## src/rtl/cnt_seq_pkg.sv

```systemverilog
// Shared constants for the counter sequencer: FSM state encodings and
// default configuration values.
package cnt_seq_pkg;

    // FSM state encodings (2-bit)
    localparam logic [1:0] ST_IDLE  = 2'd0;
    localparam logic [1:0] ST_RUN   = 2'd1;
    localparam logic [1:0] ST_PAUSE = 2'd2;
    localparam logic [1:0] ST_DONE  = 2'd3;

    // Default configuration: 8-bit odd counter 1, 3, ..., 255, 1, ...
    localparam int unsigned DEF_WIDTH      = 8;
    localparam int unsigned DEF_START_VAL  = 1;
    localparam int unsigned DEF_STEP_VAL   = 2;

endpackage : cnt_seq_pkg

```

## src/rtl/cnt_step_dp.sv

```systemverilog
// Step-counter datapath: count register with load/increment/hold select,
// WIDTH+1 bit adder and terminal-count compare.
//   clk, reset   : clock, synchronous active-high reset
//   rst_val      : count value applied on reset
//   load         : load load_val into the count (has priority over inc)
//   load_val     : value to load
//   inc          : advance count by step
//   step, limit  : increment and highest legal count value
//   cnt          : current count (registered)
//   term_c       : next count would exceed limit or carry out (combinational)
module cnt_step_dp #(
    parameter int unsigned WIDTH = 8
) (
    input  logic             clk,
    input  logic             reset,
    input  logic [WIDTH-1:0] rst_val,
    input  logic             load,
    input  logic [WIDTH-1:0] load_val,
    input  logic             inc,
    input  logic [WIDTH-1:0] step,
    input  logic [WIDTH-1:0] limit,
    output logic [WIDTH-1:0] cnt,
    output logic             term_c
);

    logic [WIDTH:0] nxt;

    // Extra bit keeps the carry so a wrap past 2**WIDTH-1 is always terminal.
    assign nxt    = {1'b0, cnt} + {1'b0, step};
    assign term_c = (nxt > {1'b0, limit});

    // Count register
    always_ff @(posedge clk) begin
        if (reset) begin
            cnt <= rst_val;
        end else if (load) begin
            cnt <= load_val;
        end else if (inc) begin
            cnt <= nxt[WIDTH-1:0];
        end
    end

endmodule : cnt_step_dp

```

## src/rtl/cnt_seq_ctrl.sv

```systemverilog
// Programmable counter sequencer: holds start/step/limit/reload config,
// sequences the step datapath through IDLE/RUN/PAUSE/DONE and signals
// terminal count.
//   clk, reset      : clock, synchronous active-high reset
//   cfg_valid_i     : config request, taken when cfg_ready_o is high
//   cfg_ready_o     : config can be accepted (IDLE or DONE)
//   cfg_start_i     : start/reload value
//   cfg_step_i      : increment per cycle
//   cfg_limit_i     : highest legal count value
//   cfg_reload_i    : 1 = auto-reload at terminal, 0 = one-shot
//   go_i            : start counting from IDLE/DONE
//   pause_i         : hold count while high
//   stop_i          : abort to IDLE
//   cnt_o           : current count
//   busy_o          : RUN or PAUSE
//   tc_o            : one-cycle terminal-count pulse
//   done_o          : one-shot sequence finished
module cnt_seq_ctrl
    import cnt_seq_pkg::*;
#(
    parameter int unsigned WIDTH     = DEF_WIDTH,
    parameter int unsigned DEF_START = DEF_START_VAL,
    parameter int unsigned DEF_STEP  = DEF_STEP_VAL
) (
    input  logic             clk,
    input  logic             reset,
    input  logic             cfg_valid_i,
    output logic             cfg_ready_o,
    input  logic [WIDTH-1:0] cfg_start_i,
    input  logic [WIDTH-1:0] cfg_step_i,
    input  logic [WIDTH-1:0] cfg_limit_i,
    input  logic             cfg_reload_i,
    input  logic             go_i,
    input  logic             pause_i,
    input  logic             stop_i,
    output logic [WIDTH-1:0] cnt_o,
    output logic             busy_o,
    output logic             tc_o,
    output logic             done_o
);

    logic [1:0]       state_q, state_d;
    logic [WIDTH-1:0] start_q, step_q, limit_q;
    logic             reload_q;
    logic             tc_q, tc_d;
    logic             busy_q, done_q, ready_q;

    logic             cfg_acc;
    logic             cfg_take;
    logic             dp_load;
    logic [WIDTH-1:0] dp_load_val;
    logic             dp_inc;
    logic             dp_term;

    assign cfg_acc = cfg_valid_i & ready_q;

    cnt_step_dp #(
        .WIDTH (WIDTH)
    ) u_dp (
        .clk      (clk),
        .reset    (reset),
        .rst_val  (WIDTH'(DEF_START)),
        .load     (dp_load),
        .load_val (dp_load_val),
        .inc      (dp_inc),
        .step     (step_q),
        .limit    (limit_q),
        .cnt      (cnt_o),
        .term_c   (dp_term)
    );

    // State and registered status outputs
    always_ff @(posedge clk) begin
        if (reset) begin
            state_q <= ST_IDLE;
            tc_q    <= 1'b0;
            busy_q  <= 1'b0;
            done_q  <= 1'b0;
            ready_q <= 1'b1;
        end else begin
            state_q <= state_d;
            tc_q    <= tc_d;
            // Decoded from next state so the outputs line up with state_q.
            busy_q  <= (state_d == ST_RUN) || (state_d == ST_PAUSE);
            done_q  <= (state_d == ST_DONE);
            ready_q <= (state_d == ST_IDLE) || (state_d == ST_DONE);
        end
    end

    // Configuration registers
    always_ff @(posedge clk) begin
        if (reset) begin
            start_q  <= WIDTH'(DEF_START);
            step_q   <= WIDTH'(DEF_STEP);
            limit_q  <= '1;
            reload_q <= 1'b1;
        end else if (cfg_take) begin
            start_q  <= cfg_start_i;
            step_q   <= cfg_step_i;
            limit_q  <= cfg_limit_i;
            reload_q <= cfg_reload_i;
        end
    end

    // Next-state and datapath control; priority stop > cfg > pause > go/terminal
    always_comb begin
        state_d     = state_q;
        cfg_take    = 1'b0;
        dp_load     = 1'b0;
        dp_load_val = start_q;
        dp_inc      = 1'b0;
        tc_d        = 1'b0;
        case (state_q)
            ST_IDLE: begin
                if (!stop_i) begin
                    if (cfg_acc) begin
                        cfg_take    = 1'b1;
                        dp_load     = 1'b1;
                        dp_load_val = cfg_start_i;
                    end else if (go_i) begin
                        state_d = ST_RUN;
                        dp_load = 1'b1;
                    end
                end
            end
            ST_RUN: begin
                if (stop_i) begin
                    state_d = ST_IDLE;
                end else if (pause_i) begin
                    state_d = ST_PAUSE;
                end else if (!dp_term) begin
                    dp_inc = 1'b1;
                end else if (reload_q) begin
                    dp_load = 1'b1;
                    tc_d    = 1'b1;
                end else begin
                    state_d = ST_DONE;
                    tc_d    = 1'b1;
                end
            end
            ST_PAUSE: begin
                if (stop_i) begin
                    state_d = ST_IDLE;
                end else if (!pause_i) begin
                    state_d = ST_RUN;
                end
            end
            ST_DONE: begin
                if (stop_i) begin
                    state_d = ST_IDLE;
                end else if (cfg_acc) begin
                    state_d     = ST_IDLE;
                    cfg_take    = 1'b1;
                    dp_load     = 1'b1;
                    dp_load_val = cfg_start_i;
                end else if (go_i) begin
                    state_d = ST_RUN;
                    dp_load = 1'b1;
                end
            end
            default: begin
                state_d = ST_IDLE;
            end
        endcase
    end

    assign cfg_ready_o = ready_q;
    assign busy_o      = busy_q;
    assign done_o      = done_q;
    assign tc_o        = tc_q;

endmodule : cnt_seq_ctrl
```

## config.mk

```make
export PLATFORM = sky130hd
export DESIGN_NAME = cnt_seq_ctrl
export DESIGN_NICKNAME = d
export VERILOG_FILES = /design/src/rtl/cnt_seq_pkg.sv /design/src/rtl/cnt_step_dp.sv /design/src/rtl/cnt_seq_ctrl.sv
export SDC_FILE = /design/constraint.sdc
export NUM_CORES = 1
export LEC_CHECK = 0
export CAP_MARGIN = 20
export CORE_MARGIN = 2
export CORE_UTILIZATION = 40
export DETAILED_ROUTE_END_ITERATION = 10
export MAX_ROUTING_LAYER = met4
export PLACE_DENSITY = 0.71
export SYNTH_ARGS = -nofsm -noshare
export SYNTH_HDL_FRONTEND = slang
export SYNTH_SLANG_ARGS = --single-unit
export TNS_END_PERCENT = 20
```

## constraint.sdc

```tcl
create_clock -name clk -period 8.9 [get_ports clk]
set_input_delay 0.89 -clock clk [delete_from_list [all_inputs] [get_ports clk]]
set_output_delay 0.89 -clock clk [all_outputs]
set_load 0.03 [all_outputs]
```

# Word level (Yosys, flattened, before mapping)
# Index checks and enable logic that the tools add are counted.
# classes
addsub,1
n_lt_le_gt_ge,1
eq_ne,6
n_mux,33
bitwise,2
reduce_logical,7
# op_table
operator,count
8-bit two-way mux,5
2-bit two-way mux,11
1-bit two-way mux,15
8-bit by 8-bit adder with 9-bit output,1
9-bit by 8-bit greater-than comparator with 1-bit output,1
"2-bit == test, second input constant",4
2-bit case mux with 4 select lines,1
"2-bit by 1-bit == test with 1-bit output, second input constant",2
2-bit logical NOT,2
4-bit OR reduction,1
1-bit logical OR,2
1-bit case mux with 2 select lines,1
2-bit nonzero test,1
2-bit OR reduction,1
1-bit AND,1
1-bit inverter,1
# word_totals
regBits,39
input_bits,31
output_inout_bits,12
wordCells,60

# Longest topological paths before layout
# Gate-level depths: netlist of run 1.
# logic_depth
word_depth,8
mapped_depth,17
mapped_depth_nobuf,17

# Hierarchy
# Synthesis of run 1 repeated with hierarchy kept, for this count alone.
# unflattened
hier_cells,251
hier_area_um2,2272.2
# modules_own_cells
module,instances,cells_per_inst,area_each_um2,seq_area_each_um2
cnt_seq_ctrl,1,151,1333.8,620.6
cnt_step_dp,1,100,938.4,240.2

# Worst setup path after synthesis of run 1
# OpenSTA, ideal clock, no wires.
# synth_path
path_type,register to register
from,reg u_dp.cnt[2]
to,reg u_dp.cnt[2]
setup_time_ns,0.065
t_arrival_ns,3.664
required_ns,8.835
setup_slack_ns,5.171
path_stages_with_launch,16
n_path_buf,1
synth_period_minus_slack_ns,3.729
path_cell_list,dfxtp_1 > ha_1 > and3_1 > a221o_1 > nor4_1 > nor3_1 > xor2_1 > ha_1 > and3_4 > and3_1 > a211o_1 > nor3b_2 > o31a_1 > buf_6 > mux2_1 > nor2_1
# synth_between
elab_chain_len,7
# synth_lines
element,line,rtl
from (decl),cnt_step_dp.sv:22,"output logic [WIDTH-1:0] cnt,"
from (signal assigned),cnt_step_dp.sv:35,cnt <= rst_val;
from (signal assigned),cnt_step_dp.sv:37,cnt <= load_val;
from (signal assigned),cnt_step_dp.sv:39,cnt <= nxt[WIDTH-1:0];
8-bit by 8-bit adder with 9-bit output (*),cnt_step_dp.sv:29,"assign nxt = {1'b0, cnt} + {1'b0, step};"
9-bit by 8-bit greater-than comparator with 1-bit output,cnt_step_dp.sv:30,"assign term_c = (nxt > {1'b0, limit});"
1-bit two-way mux,cnt_seq_ctrl.sv:131,end else if (!dp_term) begin
1-bit two-way mux,cnt_seq_ctrl.sv:129,end else if (pause_i) begin
1-bit two-way mux,cnt_seq_ctrl.sv:127,if (stop_i) begin
1-bit case mux with 2 select lines or 1-bit two-way mux (tied branches),cnt_seq_ctrl.sv:113,case (state_q)
8-bit two-way mux or 2-bit nonzero test (tied branches),--,
# Every way passes the cells marked *; elsewhere a longest branch is shown, timed or not. The select of a mux whose other input is x is not followed.
# A chain may end at the register's enable or synchronous reset.

# Worst setup path after layout of run 1
# Same ends and word-level chain as after synthesis.

==> flow_summary.rst, run 1 <==
.. list-table::
   :header-rows: 1

   * - Metric
     - Value
   * - Total routing usage reported by global routing
     - about 16%
   * - Power per unit of standard cell area
     - 200 nW/um^2
   * - Hold Buf Count CTS
     - 0
   * - Maximum clock insertion buffer count
     - 2
   * - Net count after synthesis
     - ~290
   * - Final count of pins violating max slew
     - 0
   * - Worst-case vdd ir drop
     - 101 uV
   * - CP cell instances
     - ha_1 -> and3_1 -> a221o_1 -> nor4_1 -> nor3_1 -> xor2_1 -> ha_1 -> and3_4 -> a211oi_1 -> a211o_1 -> or4b_1 -> mux2i_1 -> mux2_1 -> nor2_1
   * - Cell count after synthesis
     - 235
   * - Cell repeated most along the worst path
     - ha_1
   * - Design Power
     - between 0.5 and 0.6 mW
   * - Leakage power
     - roughly 1.2 nW
   * - Global placement routability congestion
     - slightly above 0.8
   * - Number of synthesized register bits
     - 39
   * - Rows
     - 26
   * - Total buffers and inverters traversed by the critical path
     - 0
   * - Ratio of cells with drive above 1 in the final layout
     - just over 5%
   * - Top cell type by total area after synthesis
     - dfxtp_1
   * - Library cells used by synthesis
     - between 40 and 50
   * - Rel. slew slack
     - 64.7%
   * - Mean area per synthesized cell
     - between 9 and 10 sq um
   * - Vias after detailed routing
     - between 1,500 and 2,000
   * - HPWL after detailed placement
     - between 3000 and 4000 microns
   * - Overflow left after global routing
     - 0
   * - Max-capacitance violation count
     - 0
   * - Biggest area contributors in the synthesized netlist
     - dfxtp_1 36%, ha_1 12%, mux2i_1 7.8%
   * - Number of buffers inserted during clock tree synthesis
     - 5
   * - Critical-path maximum fanout
     - 8
   * - Max Clock Freq
     - 258 MHz
   * - Worst path required time
     - 9130 ps
   * - Post-synthesis instance area
     - ~2200 sq um
   * - Number of iterations in the first detailed-routing pass
     - 4
   * - Number of global-route vias before repair
     - roughly 1,700
   * - IO Count
     - between 40 and 50
   * - Fraction of synthesized cell area taken by the top area cell type
     - 36.0%
   * - Arr. time, crit path
     - 4110 ps
   * - Clock tree from TritonCTS
     - done
   * - Min Tclk post-route
     - ~3900 ps
   * - Routed WL
     - roughly 4400 microns
   * - Clock latency of the later-clocked register in the worst-skew pair
     - 290 ps
   * - Async set-reset flop share out of synthesis
     - 0%
   * - Run status
     - finished, final reports clean
   * - Wire length of the first global-routing pass
     - 7580 microns
   * - Post-CTS setup-driven buffer insertion count
     - 0
   * - Final worst path period share
     - a little over two fifths
   * - Post-route DRC
     - 0
   * - Floorplan die width
     - 77.6 microns
   * - Antenna-violating nets left
     - 0
   * - Primary FF master, synth
     - dfxtp_1
   * - Clock tree sinks
     - 39
   * - CP top delay family
     - simple AND/OR/NAND/NOR gates
   * - Final core utilization
     - 52.5%
   * - HP Class
     - reg -> reg
   * - Commonest cells post-synth
     - 39 x dfxtp_1, 24 x nand2_1, 21 x ha_1
   * - Delay of the slowest cell on the worst path
     - approximately 690 ps
   * - Largest net degree at the start of global routing
     - 39
   * - Post-cts sizing count
     - 0
   * - DIE AREA
     - 6030 sq um
   * - Final routed wire length divided by cell count
     - 12.8 microns
   * - Setup Viol. Count Final
     - 0
   * - Crit end category
     - flop
   * - Antenna violations before repair
     - 0
   * - Library cell contributing the largest single delay on the critical path
     - or4b_1
   * - NumNets Final
     - around 330
   * - Clock root buffer
     - clkbuf_8
   * - Drt initial violations
     - 49
   * - Effective utilization at floorplan
     - between 40% and 50%
   * - Pre-CTS worst setup slack
     - approximately 5000 ps
   * - Sequential share of the synthesized area
     - roughly 36%
   * - Final Hold Fails
     - 0
   * - Post-synth EDFFs
     - 0
   * - Setup repair after global routing missed its margin
     - false
   * - Sort of element at the start of the critical path
     - flop
   * - Die Span Y
     - between 70 and 80 microns
   * - H-tree Lvls
     - 2
   * - Yosys warning total
     - 0
   * - Slew at the pin closest to its max-slew limit
     - approximately 530 ps
   * - CTS clk-pin slew, worst paths
     - 70 ps
   * - Final antenna diode count
     - 0
   * - Synthesis-to-layout area growth
     - 25.2%
   * - PortBufs
     - 42
   * - Final worst slack
     - 5020 ps
   * - Core region area
     - 5170 sq um
   * - Setup total negative slack
     - 0 ps
   * - Crit path kind
     - reg -> reg
   * - Hold slack final
     - ~460 ps
   * - Most common cell in the netlist
     - dfxtp_1
   * - Number of vias per cell
     - 5.10
   * - Worst clock skew
     - about 2.8 ps
registers in the layout, indices dropped and copies added, names as in the netlist:
name         cells
busy_o           1
cfg_ready_o      1
tc_o             1
done_o           1
step_q           8
state_q          2
limit_q          8
reload_q         1
u_dp.cnt         8
start_q          8
layout make-up:
cell class	count	area (sq um)
clock buffers	6	72.6
clock inverters	2	12.5
fillers	491	2460
inverters	14	68.8
multi-input cells	171	1260
flip-flops and latches	39	781
well taps	70	87.6
repair buffers	44	435
kinds of logic (layout without fill, tap and decap cells):
kind of cell,after synthesis,after routing,synth area share [%]
flip-flops,39,39,36.0
XOR/XNOR,6,6,2.42
adder cells (fa/ha/maj),22,22,13.0
AND/OR/NAND/NOR,73,73,17.0
buffers and inverters,25,66,6.29
multiplexers,18,18,8.36
AO/OA/AOI/OAI,52,52,16.9
metrics by stage:
step,instance area (sq um),cells
after floorplan,2170,235
after global placement,2630,338
after detailed placement,2630,338
after CTS,2720,346
after global routing,2720,346
final,2720,346
routing by layer:
layer / part of all wire [%] / GRT usage, %
met5: 0 / -
met4: 1.2 / 4.82
met3: 4.4 / 3.84
met2: 45 / 25.1
met1: 49 / 20.8
final timing paths:
path                                 start                  endpoint  slack (ps)  cells after the start
setup / recovery  u_dp.cnt[2]$_SDFFE_PP0P_  u_dp.cnt[2]$_SDFFE_PP0P_        5020                     14
hold / removal      step_q[0]$_SDFFE_PP0P_    step_q[0]$_SDFFE_PP0P_         460                      2
setup reg to reg  u_dp.cnt[2]$_SDFFE_PP0P_  u_dp.cnt[2]$_SDFFE_PP0P_        5020                     14
hold reg to reg     step_q[0]$_SDFFE_PP0P_    step_q[0]$_SDFFE_PP0P_         460                      2
tightest hold or removal path: stages (launching register included):
cell     delay (ps)
dfxtp_1         320
nand2_1          50
a21oi_1          50
cell usage in the layout, fill, tap and decap left out, types with 4 or more instances in the layout:
cell type and instances:
clkdlybuf4s50_1 42, nand2_1 24, nor2_1 20, a21oi_1 15
dfxtp_1 39, a211o_1 9, o21ai_0 4, inv_1 13
nor2b_1 8, mux2i_1 17, ha_1 21, clkbuf_8 5
a211oi_1 8
power by group:
part / internal, mW / switching (mW) / leakage [nW]
Sequential: 0.200 / 0.0163 / 0.320
Combinational: 0.0950 / 0.116 / 0.887
Clock: 0.0547 / 0.0618 / 0.0412
Total: 0.349 / 0.194 / 1.25
(Power assumes the default switching activity.)
==> inputs of run 2 (changes only) <==
Clock period 8.9 ns to 4 ns, I/O delays scaled along.
==> run 2 against run 1 <==
Against the previous run: final cell count shrank 0.29%; critical endpoint unchanged; first-iteration DRC count is 65% higher; setup slack got worse by 4800 ps; final area rose by 0.23%; maximum frequency is 2.4% higher; sequential share of layout area barely moved; non-clock buffer count is 1 higher; register-to-register slack worse by 4800 ps; die area stayed put; clock skew rose by 1.8 ps; largest cell class unchanged; sequential power rose by 120%; flip-flop and latch count did not move.
==> flow_summary.rst, run 2 (same netlist as run 1, synthesis figures left out) <==
.. list-table::
   :header-rows: 1

   * - Metric
     - Value
   * - Run status
     - finished, final reports clean (unchanged)
   * - Slew at the pin closest to its max-slew limit
     - 921 ps (was 530 ps)
   * - Startpoint of the worst register-to-register path
     - u_dp.cnt[2]$_SDFFE_PP0P_ (unchanged)
   * - Design Power
     - 1.20 mW (was 0.543 mW)
   * - Crit Reg-Reg Endpoint
     - u_dp.cnt[2]$_SDFFE_PP0P_ (unchanged)
   * - Number of iterations in the first detailed-routing pass
     - 4 (unchanged)
   * - Floorplan die width
     - 77.6 microns (unchanged)
   * - Number of buffers inserted during clock tree synthesis
     - 5 (unchanged)
   * - Final count of pins violating max slew
     - 0 (unchanged)
   * - Clock tree sinks
     - 39 (unchanged)
   * - NumNets Final
     - 329 (was 328)
   * - Number of global-route vias before repair
     - 1,649 (was 1,693)
   * - Number of vias per cell
     - 5.03 (was 5.10)
   * - Maximum clock insertion buffer count
     - 2 (unchanged)
   * - Total placed cells including tap cells
     - 339 (was 338)
   * - HP Class
     - reg -> reg (unchanged)
   * - Pre-CTS worst setup slack
     - 147 ps (was 5020 ps)
   * - CP top delay family
     - simple AND/OR/NAND/NOR gates (unchanged)
   * - Total buffers and inverters traversed by the critical path
     - 1 (was 0)
   * - Destination of the critical timing path
     - u_dp.cnt[2]$_SDFFE_PP0P_ (unchanged)
   * - Area used by sequential logic in the layout
     - 782 sq um (was 781 sq um)
   * - Rows
     - 26 (unchanged)
   * - Max-capacitance violation count
     - 0 (unchanged)
   * - Synthesis-to-layout area growth
     - 25.5% (was 25.2%)
   * - Post-cts sizing count
     - 0 (unchanged)
   * - Source of the critical timing path
     - u_dp.cnt[2]$_SDFFE_PP0P_ (unchanged)
   * - Crit end category
     - flop (unchanged)
   * - Final core utilization
     - 52.6% (was 52.5%)
   * - Clock tree from TritonCTS
     - done (unchanged)
   * - Hold slack final
     - 465 ps (was 464 ps)
   * - Post-route DRC
     - 0 (unchanged)
   * - Area of the multi-input gates
     - 1270 sq um (was 1260 sq um)
   * - Sort of element at the start of the critical path
     - flop (unchanged)
   * - Worst clock skew
     - 4.50 ps (was 2.75 ps)
   * - Hold Buf Count CTS
     - 0 (unchanged)
   * - Filler cell count in the final layout
     - 497 (was 491)
   * - Post-route design area
     - 2720 sq um (about the same)
   * - Final worst slack
     - 208 ps (was 5020 ps)
   * - Final antenna diode count
     - 0 (unchanged)
   * - Delay of the slowest cell on the worst path
     - 350 ps (was 690 ps)
   * - Worst-case vdd ir drop
     - 258 uV (was 101 uV)
   * - Routed WL
     - 4520 microns (was 4420 microns)
   * - Leakage power
     - 1.25 nW (about the same)
   * - DIE AREA
     - 6030 sq um (unchanged)
   * - Largest net degree at the start of global routing
     - 39 (unchanged)
   * - Antenna violations before repair
     - 0 (unchanged)
   * - Clock latency of the later-clocked register in the worst-skew pair
     - 290 ps (about the same)
   * - Global placement routability congestion
     - 0.807 (was 0.815)
   * - Arr. time, crit path
     - 4020 ps (was 4110 ps)
   * - Worst path required time
     - 4230 ps (was 9130 ps)
   * - Clock root buffer
     - clkbuf_8 (unchanged)
   * - Effective utilization at floorplan
     - 41.9% (unchanged)
   * - Core region area
     - 5170 sq um (unchanged)
   * - Overflow left after global routing
     - 0 (unchanged)
   * - Wire length of the first global-routing pass
     - 7810 microns (was 7580 microns)
   * - Setup total negative slack
     - 0 ps (unchanged)
   * - HPWL after detailed placement
     - 3330 microns (about the same)
   * - Drt initial violations
     - 81 (was 49)
   * - Critical-path maximum fanout
     - 14 (was 8)
   * - Register-to-register setup slack
     - 210 ps (was 5020 ps)
   * - Library cell contributing the largest single delay on the critical path
     - ha_1 (was or4b_1)
   * - Cell depth of the worst setup path
     - 15 (was 14)
   * - Setup repair after global routing missed its margin
     - true (was false)
   * - Worst r2r path cells
     - 15 (was 14)
   * - Min Tclk post-route
     - 3790 ps (was 3880 ps)
   * - Crit path kind
     - reg -> reg (unchanged)
   * - Power per unit of standard cell area
     - 441 nW/um^2 (was 200 nW/um^2)
   * - CTS clk-pin slew, worst paths
     - 70 ps (about the same)
   * - PortBufs
     - 42 (unchanged)
   * - Most common cell after layout, fill and taps aside
     - clkdlybuf4s50_1 (unchanged)
   * - Die Span Y
     - 77.6 microns (unchanged)
   * - Max Clock Freq
     - 264 MHz (was 258 MHz)
   * - Ratio of cells with drive above 1 in the final layout
     - 5.45% (was 5.07%)
   * - H-tree Lvls
     - 2 (unchanged)
   * - Final Hold Fails
     - 0 (unchanged)
   * - Final routed wire length divided by cell count
     - 13.1 microns (was 12.8 microns)
   * - Final worst path period share
     - 94.8% (was 43.6%)
   * - Commonest cells after routing, fill and taps aside
     - 42 x clkdlybuf4s50_1, 38 x dfxtp_1, 24 x nand2_1, 21 x ha_1, 20 x nor2_1 (was 42 x clkdlybuf4s50_1, 39 x dfxtp_1, 24 x nand2_1, 21 x ha_1, 20 x nor2_1)
   * - Total routing usage reported by global routing
     - 16.9% (was 16.1%)
   * - CP cell instances
     - ha_1 -> and3_1 -> a221o_1 -> nor4_1 -> nor3_1 -> xor2_1 -> ha_1 -> and3_4 -> and3_1 -> a211o_1 -> nor3b_4 -> o31a_1 -> buf_4 -> mux2_1 -> nor2_1 (was ha_1 -> and3_1 -> a221o_1 -> nor4_1 -> nor3_1 -> xor2_1 -> ha_1 -> and3_4 -> a211oi_1 -> a211o_1 -> or4b_1 -> mux2i_1 -> mux2_1 -> nor2_1)
   * - Antenna-violating nets left
     - 0 (unchanged)
   * - Vias after detailed routing
     - 1,737 (was 1,765)
   * - Post-CTS setup-driven buffer insertion count
     - 0 (unchanged)
   * - IO Count
     - 43 (unchanged)
   * - Placed inst area
     - 2640 sq um (was 2630 sq um)
   * - Rel. slew slack
     - 38.4% (was 64.7%)
   * - Setup Viol. Count Final
     - 0 (unchanged)
   * - Final instance count without filler cells
     - 345 (was 346)
## run 2: metal layers
layer | vias to the layer above | GRT usage, % | share of wire, %
li1 | 905 | - | -
met1 | 794 | 21.5 | 49
met2 | 31 | 25.3 | 45
met3 | 7 | 5.00 | 4.4
met4 | 0 | 6.25 | 1.2
met5 | - | - | 0
## run 2: area by class of cell
| type | instances | area share, % |
|---|---|---|
| multi-input cells | 171 | 46.6 |
| well taps | 70 | 3.22 |
| clock buffers | 6 | 2.67 |
| inverters | 14 | 2.53 |
| repair buffers | 45 | 16.3 |
| flip-flops and latches | 39 | 28.7 |
## run 2: report_power, final
group	total, mW	switching [mW]	internal [mW]	leakage (nW)
Combinational	0.476	0.261	0.215	0.897
Clock	0.244	0.127	0.116	0.0371
Sequential	0.480	0.0354	0.445	0.320
## run 2: worst reg2reg max path, delay by kind of cell, from the launching register on
kind,cells,cell delay [ps]
simple gates,7,1120
flops,1,330
compound gates,3,910
mux,1,320
buf+inv,1,190
fa+ha+maj,2,650
xor+xnor,1,230
## run 2: worst min-delay path by stage
stage / start / cells after the start / to
floorplan: step_q[0]$_SDFFE_PP0P_ / 2 / step_q[0]$_SDFFE_PP0P_
global placement: step_q[6]$_SDFFE_PP0P_ / 2 / step_q[6]$_SDFFE_PP0P_
detailed placement: step_q[0]$_SDFFE_PP0P_ / 2 / step_q[0]$_SDFFE_PP0P_
CTS: step_q[0]$_SDFFE_PP0P_ / 2 / step_q[0]$_SDFFE_PP0P_
global route: step_q[0]$_SDFFE_PP0P_ / 2 / step_q[0]$_SDFFE_PP0P_
finish: step_q[0]$_SDFFE_PP0P_ / 2 / step_q[0]$_SDFFE_PP0P_
